<file path="config.mk">
export PLATFORM = sky130hd
export DESIGN_NAME = enemy_hp_tracker
export DESIGN_NICKNAME = d
export VERILOG_FILES = /design/src/rtl/enemy_hp_tracker.sv
export SDC_FILE = /design/constraint.sdc
export NUM_CORES = 1
export LEC_CHECK = 0
export BUFFER_PORTS_ARGS = -buffer_cell sky130_fd_sc_hd__buf_4
export CAP_MARGIN = 20
export CORE_ASPECT_RATIO = 0.6
export CORE_MARGIN = 8
export CORE_UTILIZATION = 35
export DETAILED_ROUTE_END_ITERATION = 8
export PLACE_DENSITY_LB_ADDON = 0.1
export SLEW_MARGIN = 20
export SYNTH_ARGS = -nofsm -noshare
export SYNTH_HDL_FRONTEND = slang
export SYNTH_SLANG_ARGS = --single-unit
</file>
<file path="constraint.sdc">
create_clock -name clk -period 5.9 [get_ports clk]
set_input_delay 0.59 -clock clk [delete_from_list [all_inputs] [get_ports clk]]
set_output_delay 0.59 -clock clk [all_outputs]
set_load 0.01 [all_outputs]
</file>
<file path="src/rtl/enemy_hp_tracker.sv">
// Enemy HP tracker: applies gauge damage to enemy HP with floor at 0, animates the
// displayed HP bar down one point per DRAIN_DIV cycles, holds, then ends the turn.
module enemy_hp_tracker #(
    parameter int unsigned MAX_HP      = 100,
    parameter int unsigned DRAIN_DIV   = 4,
    parameter int unsigned HOLD_CYCLES = 16
) (
    input  logic       clk,
    input  logic       reset,
    input  logic       start,
    input  logic       pass,
    input  logic [7:0] damage,
    input  logic       refill,
    output logic [7:0] enemyHp,
    output logic [7:0] dispHp,
    output logic       miss,
    output logic       busy,
    output logic       turnDone,
    output logic       defeated,
    output logic       atkClear
);

    localparam int unsigned CNT_MAX = (DRAIN_DIV > HOLD_CYCLES) ? DRAIN_DIV : HOLD_CYCLES;
    localparam int unsigned CNT_W   = $clog2(CNT_MAX + 1);

    localparam logic [CNT_W-1:0] DIV_LAST  = CNT_W'(DRAIN_DIV - 1);
    localparam logic [CNT_W-1:0] HOLD_LAST = CNT_W'(HOLD_CYCLES - 1);
    localparam logic [CNT_W-1:0] CNT_ONE   = CNT_W'(1);
    localparam logic [7:0]       HP_FULL   = 8'(MAX_HP);

    localparam logic [2:0] S_IDLE  = 3'd0;
    localparam logic [2:0] S_WAIT  = 3'd1;
    localparam logic [2:0] S_APPLY = 3'd2;
    localparam logic [2:0] S_DRAIN = 3'd3;
    localparam logic [2:0] S_HOLD  = 3'd4;
    localparam logic [2:0] S_DONE  = 3'd5;

    logic [2:0]       state_q, state_d;
    logic [CNT_W-1:0] cnt_q, cnt_d;
    logic [7:0]       enemy_hp_q, enemy_hp_d;
    logic [7:0]       disp_hp_q, disp_hp_d;
    logic [7:0]       dmg_q, dmg_d;
    logic             pass_q;
    logic             miss_q, miss_d;
    logic             busy_q, busy_d;
    logic             turn_done_q, turn_done_d;
    logic             defeated_q, defeated_d;
    logic             atk_clear_q, atk_clear_d;

    logic             pass_rise;
    logic [7:0]       new_hp;
    logic [7:0]       disp_dec;

    assign pass_rise = pass & ~pass_q;
    // Saturating subtract done in 8 bits: any hit at or above current HP floors to 0.
    assign new_hp    = (dmg_q >= enemy_hp_q) ? 8'd0 : enemy_hp_q - dmg_q;
    assign disp_dec  = disp_hp_q - 8'd1;

    always_ff @(posedge clk or negedge reset) begin
        if (!reset) begin
            state_q     <= S_IDLE;
            cnt_q       <= '0;
            enemy_hp_q  <= HP_FULL;
            disp_hp_q   <= HP_FULL;
            dmg_q       <= 8'd0;
            pass_q      <= 1'b0;
            miss_q      <= 1'b0;
            busy_q      <= 1'b0;
            turn_done_q <= 1'b0;
            defeated_q  <= 1'b0;
            atk_clear_q <= 1'b0;
        end else begin
            state_q     <= state_d;
            cnt_q       <= cnt_d;
            enemy_hp_q  <= enemy_hp_d;
            disp_hp_q   <= disp_hp_d;
            dmg_q       <= dmg_d;
            pass_q      <= pass;
            miss_q      <= miss_d;
            busy_q      <= busy_d;
            turn_done_q <= turn_done_d;
            defeated_q  <= defeated_d;
            atk_clear_q <= atk_clear_d;
        end
    end

    always_comb begin
        state_d     = state_q;
        cnt_d       = cnt_q;
        enemy_hp_d  = enemy_hp_q;
        disp_hp_d   = disp_hp_q;
        dmg_d       = dmg_q;
        miss_d      = miss_q;
        defeated_d  = defeated_q;
        turn_done_d = 1'b0;
        atk_clear_d = 1'b0;

        case (state_q)
            S_IDLE: begin
                if (refill) begin
                    enemy_hp_d = HP_FULL;
                    disp_hp_d  = HP_FULL;
                    defeated_d = 1'b0;
                end else if (start && !defeated_q) begin
                    state_d = S_WAIT;
                end
            end
            S_WAIT: begin
                if (!start) begin
                    state_d = S_IDLE;
                end else if (pass_rise) begin
                    dmg_d   = damage;
                    state_d = S_APPLY;
                end
            end
            S_APPLY: begin
                enemy_hp_d = new_hp;
                cnt_d      = '0;
                if (dmg_q == 8'd0) begin
                    miss_d  = 1'b1;
                    state_d = S_HOLD;
                end else begin
                    state_d = S_DRAIN;
                end
            end
            S_DRAIN: begin
                // Last decrement and HOLD entry share a cycle, so D points take D*DRAIN_DIV cycles.
                if (disp_hp_q <= enemy_hp_q) begin
                    cnt_d   = '0;
                    state_d = S_HOLD;
                end else if (cnt_q == DIV_LAST) begin
                    cnt_d     = '0;
                    disp_hp_d = disp_dec;
                    if (disp_dec == enemy_hp_q) begin
                        state_d = S_HOLD;
                    end
                end else begin
                    cnt_d = cnt_q + CNT_ONE;
                end
            end
            S_HOLD: begin
                if (cnt_q == HOLD_LAST) begin
                    cnt_d       = '0;
                    miss_d      = 1'b0;
                    turn_done_d = 1'b1;
                    atk_clear_d = 1'b1;
                    state_d     = S_DONE;
                end else begin
                    cnt_d = cnt_q + CNT_ONE;
                end
            end
            S_DONE: begin
                state_d = S_IDLE;
            end
            default: begin
                state_d = S_IDLE;
            end
        endcase

        if ((state_d == S_HOLD) && (state_q != S_HOLD) && (enemy_hp_d == 8'd0)) begin
            defeated_d = 1'b1;
        end

        busy_d = (state_d != S_IDLE);
    end

    assign enemyHp  = enemy_hp_q;
    assign dispHp   = disp_hp_q;
    assign miss     = miss_q;
    assign busy     = busy_q;
    assign turnDone = turn_done_q;
    assign defeated = defeated_q;
    assign atkClear = atk_clear_q;

endmodule

</file>
Word-level counts from Yosys, hierarchy flattened:

Index checks and enable logic that the tools add are counted.

* add/sub/neg operators: 3
* eq/ne operators: 14
* muxes and demuxes: 29
* reductions and logical operators: 17
* bitwise operators: 2
* order comparisons: 2

Operator list (count)
* $mux W8: 5
* $pmux W8 S2: 2
* $mux W3: 9
* $logic_not A8 Y1: 2
* $mux W5: 3
* $pmux W3 S5: 1
* $pmux W5 S3: 1
* $ne A2 B2 Y1 const B: 5
* $eq A8 B8 Y1: 1
* $ge A8 B8 Y1: 1
* $le A8 B8 Y1: 1
* $reduce_bool A2 Y1: 4
* $sub A8 B1 Y8 const B: 1
* $sub A8 B8 Y8: 1
* $mux W1: 7
* $eq A3 B2 Y1 const B: 2
* $eq A3 B3 Y1 const B: 2
* $reduce_and A3 Y1: 2
* $reduce_bool A3 Y1: 2
* $add A5 B1 Y5 const B: 1
* $eq A5 B2 Y1 const B: 1
* $eq A5 B4 Y1 const B: 1
* $reduce_and A4 Y1: 1
* $eq A3 B1 Y1 const B: 1
* other kinds (8): 10

* register bits after elaboration: 37
* output and inout port bits: 21
* word-level logic and storage cells: 77

Logic depth before layout (Yosys ltp):

Gate-level depths: netlist of run 1.

* depth in word-level cells: 11
* gate-level depth with buffers: 11
* mapped depth without buffers: 11

Worst setup path before layout of run 1:

OpenSTA, ideal clock, no wires.

* kind: flip-flop to flip-flop
* start: register enemy_hp_q[2], in the netlist enemyHp[2]
* end: register disp_hp_q[6], in the netlist dispHp[6]
* buffers on the path: 1
* stages on the path, launching flop included: 11
* period minus slack after synthesis: 2.526 ns
* data required time: 5.810 ns
* arrival: 2.436 ns
* path slack: 3.374 ns
* cell sequence: dfstp_2 -> inv_1 -> ha_1 -> nand4_1 -> or3b_1 -> a21oi_2 -> nor2_1 -> or3_1 -> buf_2 -> o41ai_1 -> o21ai_1

* longest elaborated chain between the ends: 3

RTL lines
* start: declaration: line 40 `logic [7:0] enemy_hp_q, enemy_hp_d;`
* start signal: assignment: line 75 `enemy_hp_q <= enemy_hp_d;`
* $le A8 B8 Y1: line 128 `if (disp_hp_q <= enemy_hp_q) begin`
* $ne A2 B2 Y1 (no line)
* $reduce_and A4 Y1 (no line)
* end signal: assignment: line 76 `disp_hp_q <= disp_hp_d;`
* end: declaration: line 41 `logic [7:0] disp_hp_q, disp_hp_d;`

No other way between the ends.
A chain may end at the register's enable or synchronous reset.

Worst setup path in the final report of run 1:

* start: register enemy_hp_q[0], in the netlist enemyHp[0]
* end: register enemy_hp_q[1], in the netlist enemyHp[1]

* longest elaborated chain between the ends: 3
* elaborated cells between the ends (all ways): 4
* those cells by class: add/sub (1); order compare (1); mux (2)

RTL lines
* $sub A8 B8 Y8 or $ge A8 B8 Y1 (tied branches): line 56 `assign new_hp = (dmg_q >= enemy_hp_q) ? 8'd0 : enemy_hp_q - dmg_q;`
* $mux W8 (*): line 56
* $pmux W8 S2 (*): line 98 `case (state_q)`
* net enemy_hp_d[1]: line 40

The timed path passes the listed nets; every way through them passes the cells marked *.

==> results of run 1 <==
==> worst max-delay path, delay by kind of cell, from the launching register on <==
kind / cells / cell delay, ns
AOI/OAI and AO/OA: 4 / 0.93
DFF: 1 / 0.41
buffers and inverters: 2 / 0.14
and+or+nand+nor: 3 / 0.65
adders and majority gates: 2 / 0.56
==> through the flow <==
stage / hold WS (ns) / util [%]
2_1_floorplan: 0.294 / -
3_3_place_gp: 0.518 / 39.9
3_5_place_dp: 0.519 / 39.9
4_1_cts: 0.290 / 42.3
5_1_grt: 0.314 / 42.3
6_report: 0.272 / 42.3
==> worst max-delay path by stage <==
stage,end,slack (ns),cells past startpoint
after floorplan,dispHp[6],3.37,10
after global placement,dispHp[6],3.14,9
after detailed placement,dispHp[6],3.14,9
after CTS,dispHp[6],3.13,9
after global routing,dispHp[2],2.88,9
final,enemyHp[1],3.10,11
==> cells by family after synthesis <==
| family | after synthesis |
|---|---|
| and+or+nand+nor | 77 |
| AOI/OAI and AO/OA | 71 |
| buffers and inverters | 40 |
| DFF | 37 |
| adders and majority gates | 21 |
| xor gates and xnor gates | 18 |
| muxes | 11 |
==> metal layers <==
metal | vias to the layer above | GRT usage [%] | wire length, um
li1 | 1059 | - | -
met5 | - | 0 | 0
met2 | 91 | 17.1 | 2320
met4 | 0 | 5.01 | 86
met3 | 8 | 4.28 | 548
met1 | 981 | 20.0 | 3640
==> synth_stat cells (2+ instances only) <==
master and count:
nor2b_1 4, nand3_1 8, xnor2_1 13, o41ai_1 5
o22ai_1 5, dfrtp_1 31, a21oi_1 13, or3b_1 2
a21o_1 2, inv_1 31, nand2b_1 2, dfstp_2 6
mux2i_1 2, buf_4 2, nor4_1 4, nor2_1 18
mux2_2 9, or4_1 2, o2bb2ai_1 2, o21ai_0 21
and3_1 2, or3_1 3, o31ai_1 4, nand4_1 6
a22o_1 4, ha_1 20, xor2_1 5, nand2_1 13
o211ai_1 4, nor3_1 7, clkbuf_1 5
==> sequential cells by signal (all words and copies together) (netlist names) <==
name / count
dispHp: 8
dmg_q: 8
enemyHp: 8
cnt_q: 5
state_q: 3
atkClear: 1
busy: 1
defeated: 1
miss: 1
pass_q: 1
==> where the power goes <==
group          switching [uW]  internal (uW)
Combinational            6.89           5.45
Clock                     111            200
Sequential             0.0741            254
Total                     118            460
==> cell type report <==
| type | instances | area [um2] | share of cell area [%] |
|---|---|---|---|
| Multi-Input combinational cell | 198 | 1430 | 47.5 |
| Sequential cell | 37 | 933 | 31.0 |
| Timing Repair Buffer | 33 | 248 | 8.24 |
| Clock buffer | 6 | 129 | 4.28 |
| Inverter | 31 | 116 | 3.87 |
| Tap cell | 91 | 114 | 3.79 |
| Clock inverter | 2 | 38.8 | 1.29 |
==> results.json, run 1 <==
{
  "run_status": "completed",
  "setup_viol": 0,
  "cpMaxStageDelayCell": "dfrtp_1",
  "timing.final.ws_setup_ns": 3.10,
  "cts_buffer_depth": 2,
  "ios": 34,
  "crit_chain": "inv_1 -> ha_1 -> inv_1 -> fa_1 -> and3_1 -> o21ai_0 -> a21oi_1 -> o21a_1 -> nor2_1 -> nor2_1 -> a22o_1",
  "drc": 0,
  "ctsResizeCount": 0,
  "netlist_area_um2": 2530,
  "power.leakage_uw": 0.00134,
  "syn_to_final_growth_pct": 19.0,
  "fmax_mhz": 357,
  "post_cts_buffers": 0,
  "report.final.slew_viol_count": 0,
  "vdd_drop_max_uv": 114,
  "place.gp.congestion": 0.834,
  "yosys_warnings": 0,
  "reg2reg_from": "enemyHp[0]",
  "syn_area_per_cell_um2": 9.20,
  "vias_per_cell": 5.37,
  "grt_pass1_vias": 1986,
  "fin_skew_ns": 0.00896,
  "cts_tree": "done",
  "antenna_cells": 0,
  "die_h_um": 81.8,
  "mostFrequentLayoutCells": "33 x buf_4, 31 x inv_1, 31 x dfrtp_1",
  "dp_hpwl_mm": 5.08,
  "grt.total_usage_pct": 13.4,
  "maxCapViolCount": 0,
  "final_cells": 398,
  "muxShareOfSynthArea_pct": 4.80,
  "nNetsFinal": 340,
  "fp.dieW_um": 126,
  "overflow": 0,
  "postRouteAntennaNets": 0,
  "htree_num_levels": 2,
  "syn_nets": 309,
  "wl_mm": 6.59,
  "worstSkewPairLatency_ns": 0.29,
  "rrSetupSlack_ns": 3.10,
  "synth-xor-area-share_pct": 6.23,
  "synth_top_area_share_pct": 30.7,
  "synth_compound_gate_area_share_pct": 18.6,
  "vias": 2139,
  "fillerInstances": 700,
  "path_max_fanout": 5,
  "dpl_cell_area_um2": 2840,
  "critPathLaunchType": "flop",
  "place_ws_ns": 3.14,
  "finalInstanceArea_um2": 3010,
  "path_class": "flop to flop",
  "dr.pass1.iters": 4,
  "tightest_slew_ns": 0.610,
  "grt_max_degree": 38,
  "cts_sinks": 37,
  "setup-tns-final_ns": 0,
  "wl_per_cell_um": 16.6,
  "r2r_cells": 11,
  "synth_simple_gate_area_share_pct": 16.2,
  "hold_path.class": "input pin to asynchronous set/reset pin",
  "pwr_density_cell_nw_per_um2": 192,
  "timing.critical_path.from": "enemyHp[0]",
  "yosysSeqAreaShare_pct": 36.9,
  "finalCritPeriodShare_pct": 47.5,
  "yosys_register_bits": 37,
  "start_util_pct": 35.5,
  "numCtsBuffers": 5,
  "cts_root_buf": "clkbuf_16",
  "core_um2": 7120,
  "final_common_cell": "buf_4",
  "synth_fa_ha_area_share_pct": 10.7,
  "synthFlopType": "dfrtp_1",
  "critPathMaxStageDelay_ns": 0.41,
  "rsz0062_at_grt": "no",
  "dp_cells": 390,
  "port_buffers": 33,
  "core.rowCount": 24,
  "synth_edf_count": 0,
  "endpoint_kind": "flop",
  "synth_cell_types": 51,
  "synth_top_family_by_area": "compound AO/OA/AOI/OAI gates",
  "hold_violations": 0,
  "drive_gt1_share_pct": 19.5,
  "crit_required_ns": 6.07,
  "antenna_found_initial": 0,
  "rr_endpoint": "enemyHp[1]",
  "total_power_uw": 578,
  "drtIter0Drc": 123,
  "postSynthCellCount": 275,
  "yosysTopAreaCell": "dfrtp_1",
  "cts.hold.buffers_added": 0,
  "grt_pass1_wl_mm": 10.6,
  "finalWorstPathRequiredPeriod_ns": 2.80,
  "yosys-top-cells-area": "dfrtp_1 31%, ha_1 9.9%, dfstp_2 6.2%, inv_1 4.6%, xnor2_1 4.5%",
  "clk_pin_slew_ns": 0.06,
  "die_area_um2": 10300,
  "max_slew_margin_pct": 58.3,
  "synthArstFlopShare_pct": 100,
  "worst_ep_arrival_time_ns": 2.98
}
No activity file was read; power rests on OpenSTA's default activity.
==> run 2, diff against run 1 <==
--- a/config.mk
+++ b/config.mk
@@ -5,6 +5,7 @@
 export SDC_FILE = /design/constraint.sdc
 export NUM_CORES = 1
 export LEC_CHECK = 0
+export ABC_AREA = 1
 export BUFFER_PORTS_ARGS = -buffer_cell sky130_fd_sc_hd__buf_4
 export CAP_MARGIN = 20
 export CORE_ASPECT_RATIO = 0.6
==> constraint.sdc (replaced) <==
create_clock -name clk -period 2.7 [get_ports clk]
set_input_delay 0.27 -clock clk [delete_from_list [all_inputs] [get_ports clk]]
set_output_delay 0.27 -clock clk [all_outputs]
set_load 0.01 [all_outputs]
==> run 2 against run 1 <==
Wire length increased by 4.2%; critical path type unchanged; synthesized cell count increased by 31%; hold slack lost 0.18 ns; via count rose by 13%; register-to-register slack worse by 2.8 ns; combinational power rose to 130 times the previous value; core utilization grew 1.9 points; sequential cell count unchanged.
==> results.json, run 2 <==
{
  "fp.dieW_um": 128,
  "rsz0062_at_grt": "no",
  "wl_mm": 6.87,
  "grt_pass1_wl_mm": 11.1,
  "setup-tns-final_ns": 0,
  "path_max_fanout": 5,
  "fillerInstances": 762,
  "core_um2": 7270,
  "grt_max_degree": 38,
  "vias": 2409,
  "tightest_slew_ns": 0.493,
  "nNetsFinal": 434,
  "synth_top_area_share_pct": 29.5,
  "r2r_cells": 16,
  "total_power_uw": 3230,
  "final_common_cell": "nand2_1",
  "drc": 0,
  "finalCritPeriodShare_pct": 89.5,
  "overflow": 0,
  "numCtsBuffers": 5,
  "hold_depth": 1,
  "synthFlopType": "dfrtp_1",
  "ios": 34,
  "worstSkewPairLatency_ns": 0.29,
  "dp_hpwl_mm": 5.51,
  "netlist_area_um2": 2630,
  "start_util_pct": 36.2,
  "clk_pin_slew_ns": 0.06,
  "synthArstFlopShare_pct": 100,
  "report.final.slew_viol_count": 0,
  "yosys_warnings": 0,
  "dr.pass1.iters": 4,
  "yosys-top-cells-area": "dfrtp_1 29%, nand2_1 13%, ha_1 9.5%, inv_1 9.0%, dfstp_2 6.0%",
  "endpoint_kind": "flop",
  "fmax_mhz": 414,
  "fin_hold_ws_ns": 0.0910,
  "yosysTopAreaCell": "dfrtp_1",
  "post_cts_buffers": 0,
  "wl_met2_mm": 2.50,
  "max_slew_margin_pct": 67.1,
  "syn_to_final_growth_pct": 22.0,
  "drt-met1-wl_mm": 3.82,
  "ctsResizeCount": 0,
  "finalWorstPathRequiredPeriod_ns": 2.42,
  "antenna_found_initial": 0,
  "cts_tree": "done",
  "power.leakage_uw": 0.00168,
  "min_to": "pass_q",
  "vdd_drop_max_uv": 357,
  "reg2reg_from": "enemyHp[0]",
  "grt_pass1_vias": 2156,
  "wl_per_cell_um": 13.6,
  "synth_edf_count": 0,
  "yosysSeqAreaShare_pct": 35.5,
  "hold_path.class": "input pin to flop",
  "synth_cell_types": 33,
  "critPathLaunchType": "flop",
  "cts_root_buf": "clkbuf_16",
  "drive_gt1_share_pct": 18.0,
  "drtIter0Drc": 133,
  "place.gp.congestion": 0.873,
  "crit_required_ns": 2.93,
  "antenna_cells": 0,
  "maxCapViolCount": 0,
  "cts_sinks": 37,
  "syn_area_per_cell_um2": 7.31,
  "die_area_um2": 10600,
  "run_status": "completed",
  "syn_nets": 394,
  "highest_layer": "met4",
  "fin_skew_ns": 0.00601,
  "hold_violations": 0,
  "die_h_um": 83.2,
  "mostFrequentLayoutCells": "88 x nand2_1, 63 x inv_1, 35 x nor2_1",
  "yosys_register_bits": 37,
  "synth_commonest_cells": "88 x nand2_1, 63 x inv_1, 35 x nor2_1",
  "rr_endpoint": "defeated",
  "worst_ep_arrival_time_ns": 2.65,
  "rrSetupSlack_ns": 0.28,
  "htree_num_levels": 2,
  "vias_per_cell": 4.77,
  "pwr_density_cell_nw_per_um2": 1010,
  "postRouteAntennaNets": 0,
  "port_buffers": 33,
  "setup_viol": 0,
  "path_class": "flop to flop",
  "hold_start": "pass",
  "cts_buffer_depth": 2,
  "synth.most_common_cell": "nand2_1",
  "grt.total_usage_pct": 13.3,
  "core.rowCount": 24,
  "postSynthCellCount": 360,
  "met3_length_um": 457
}
[run 2: final cells by class]
type,count,area (um2),share of cell area [%]
multi-input combinational,253,1430,44.6
sequential,37,933,29.1
timing repair buffer,35,265,8.26
inverter,68,255,7.95
tap,104,130,4.05
clock buffer,5,125,3.90
clock inverter,3,68.8,2.14
[run 2: worst max path at each step]
stage	from	endpoint	slack (ns)
floorplan	enemyHp[0]	defeated	0.67
global placement	enemyHp[0]	defeated	0.35
detailed placement	enemyHp[0]	defeated	0.36
CTS	enemyHp[0]	defeated	0.33
global route	enemyHp[0]	defeated	0.11
finish	enemyHp[0]	defeated	0.28
[run 2: routing by layer]
| layer | vias up | track usage [%] |
|---|---|---|
| li1 | 1238 | - |
| met1 | 1105 | 21.1 |
| met2 | 60 | 16.1 |
| met3 | 6 | 3.32 |
| met4 | 0 | 4.83 |
| met5 | - | 0 |
[run 2: what timing repair did]
item                                    4_1_cts  5_1_grt
endpoints found under the hold margin        31        0
endpoints found under the setup margin        0        0
hold buffers                                  1        0
[run 2: through the flow]
stage	setup WS, ns	instance area, um2	std cells	utilization (%)
floorplan	0.666	2630	360	-
global placement	0.345	3010	496	41.4
detailed placement	0.357	3010	496	41.4
CTS	0.332	3210	505	44.2
global route	0.111	3210	505	44.2
finish	0.284	3210	505	44.2
[run 2: power by group]
part,internal [uW],total [uW],switching (uW),leakage (uW)
registers,711,836,124,0.000467
clock network,533,783,250,0.0000944
logic,579,1610,1040,0.00112
[run 2: kinds of logic after synthesis]
group,after synthesis,synth area share (%)
buf+inv,70,10.1
compound gates,39,8.03
fa+ha+maj,21,10.3
simple gates,185,32.8
flops,37,35.5
xor+xnor,7,2.85
mux,1,0.428
[run 2: worst max-delay path: stages (launching register included)]
cell      delay [ns]
dfrtp_1         0.41
inv_1           0.09
ha_1            0.14
inv_1           0.06
fa_1            0.40
nand2_1         0.11
nand3_1         0.07
nand3_1         0.07
nand2_1         0.07
nand2_1         0.16
inv_2           0.05
nand2_1         0.05
o21ai_1         0.08
nand3b_1        0.19
nor2_1          0.23
nand3_1         0.10
nand2_1         0.06
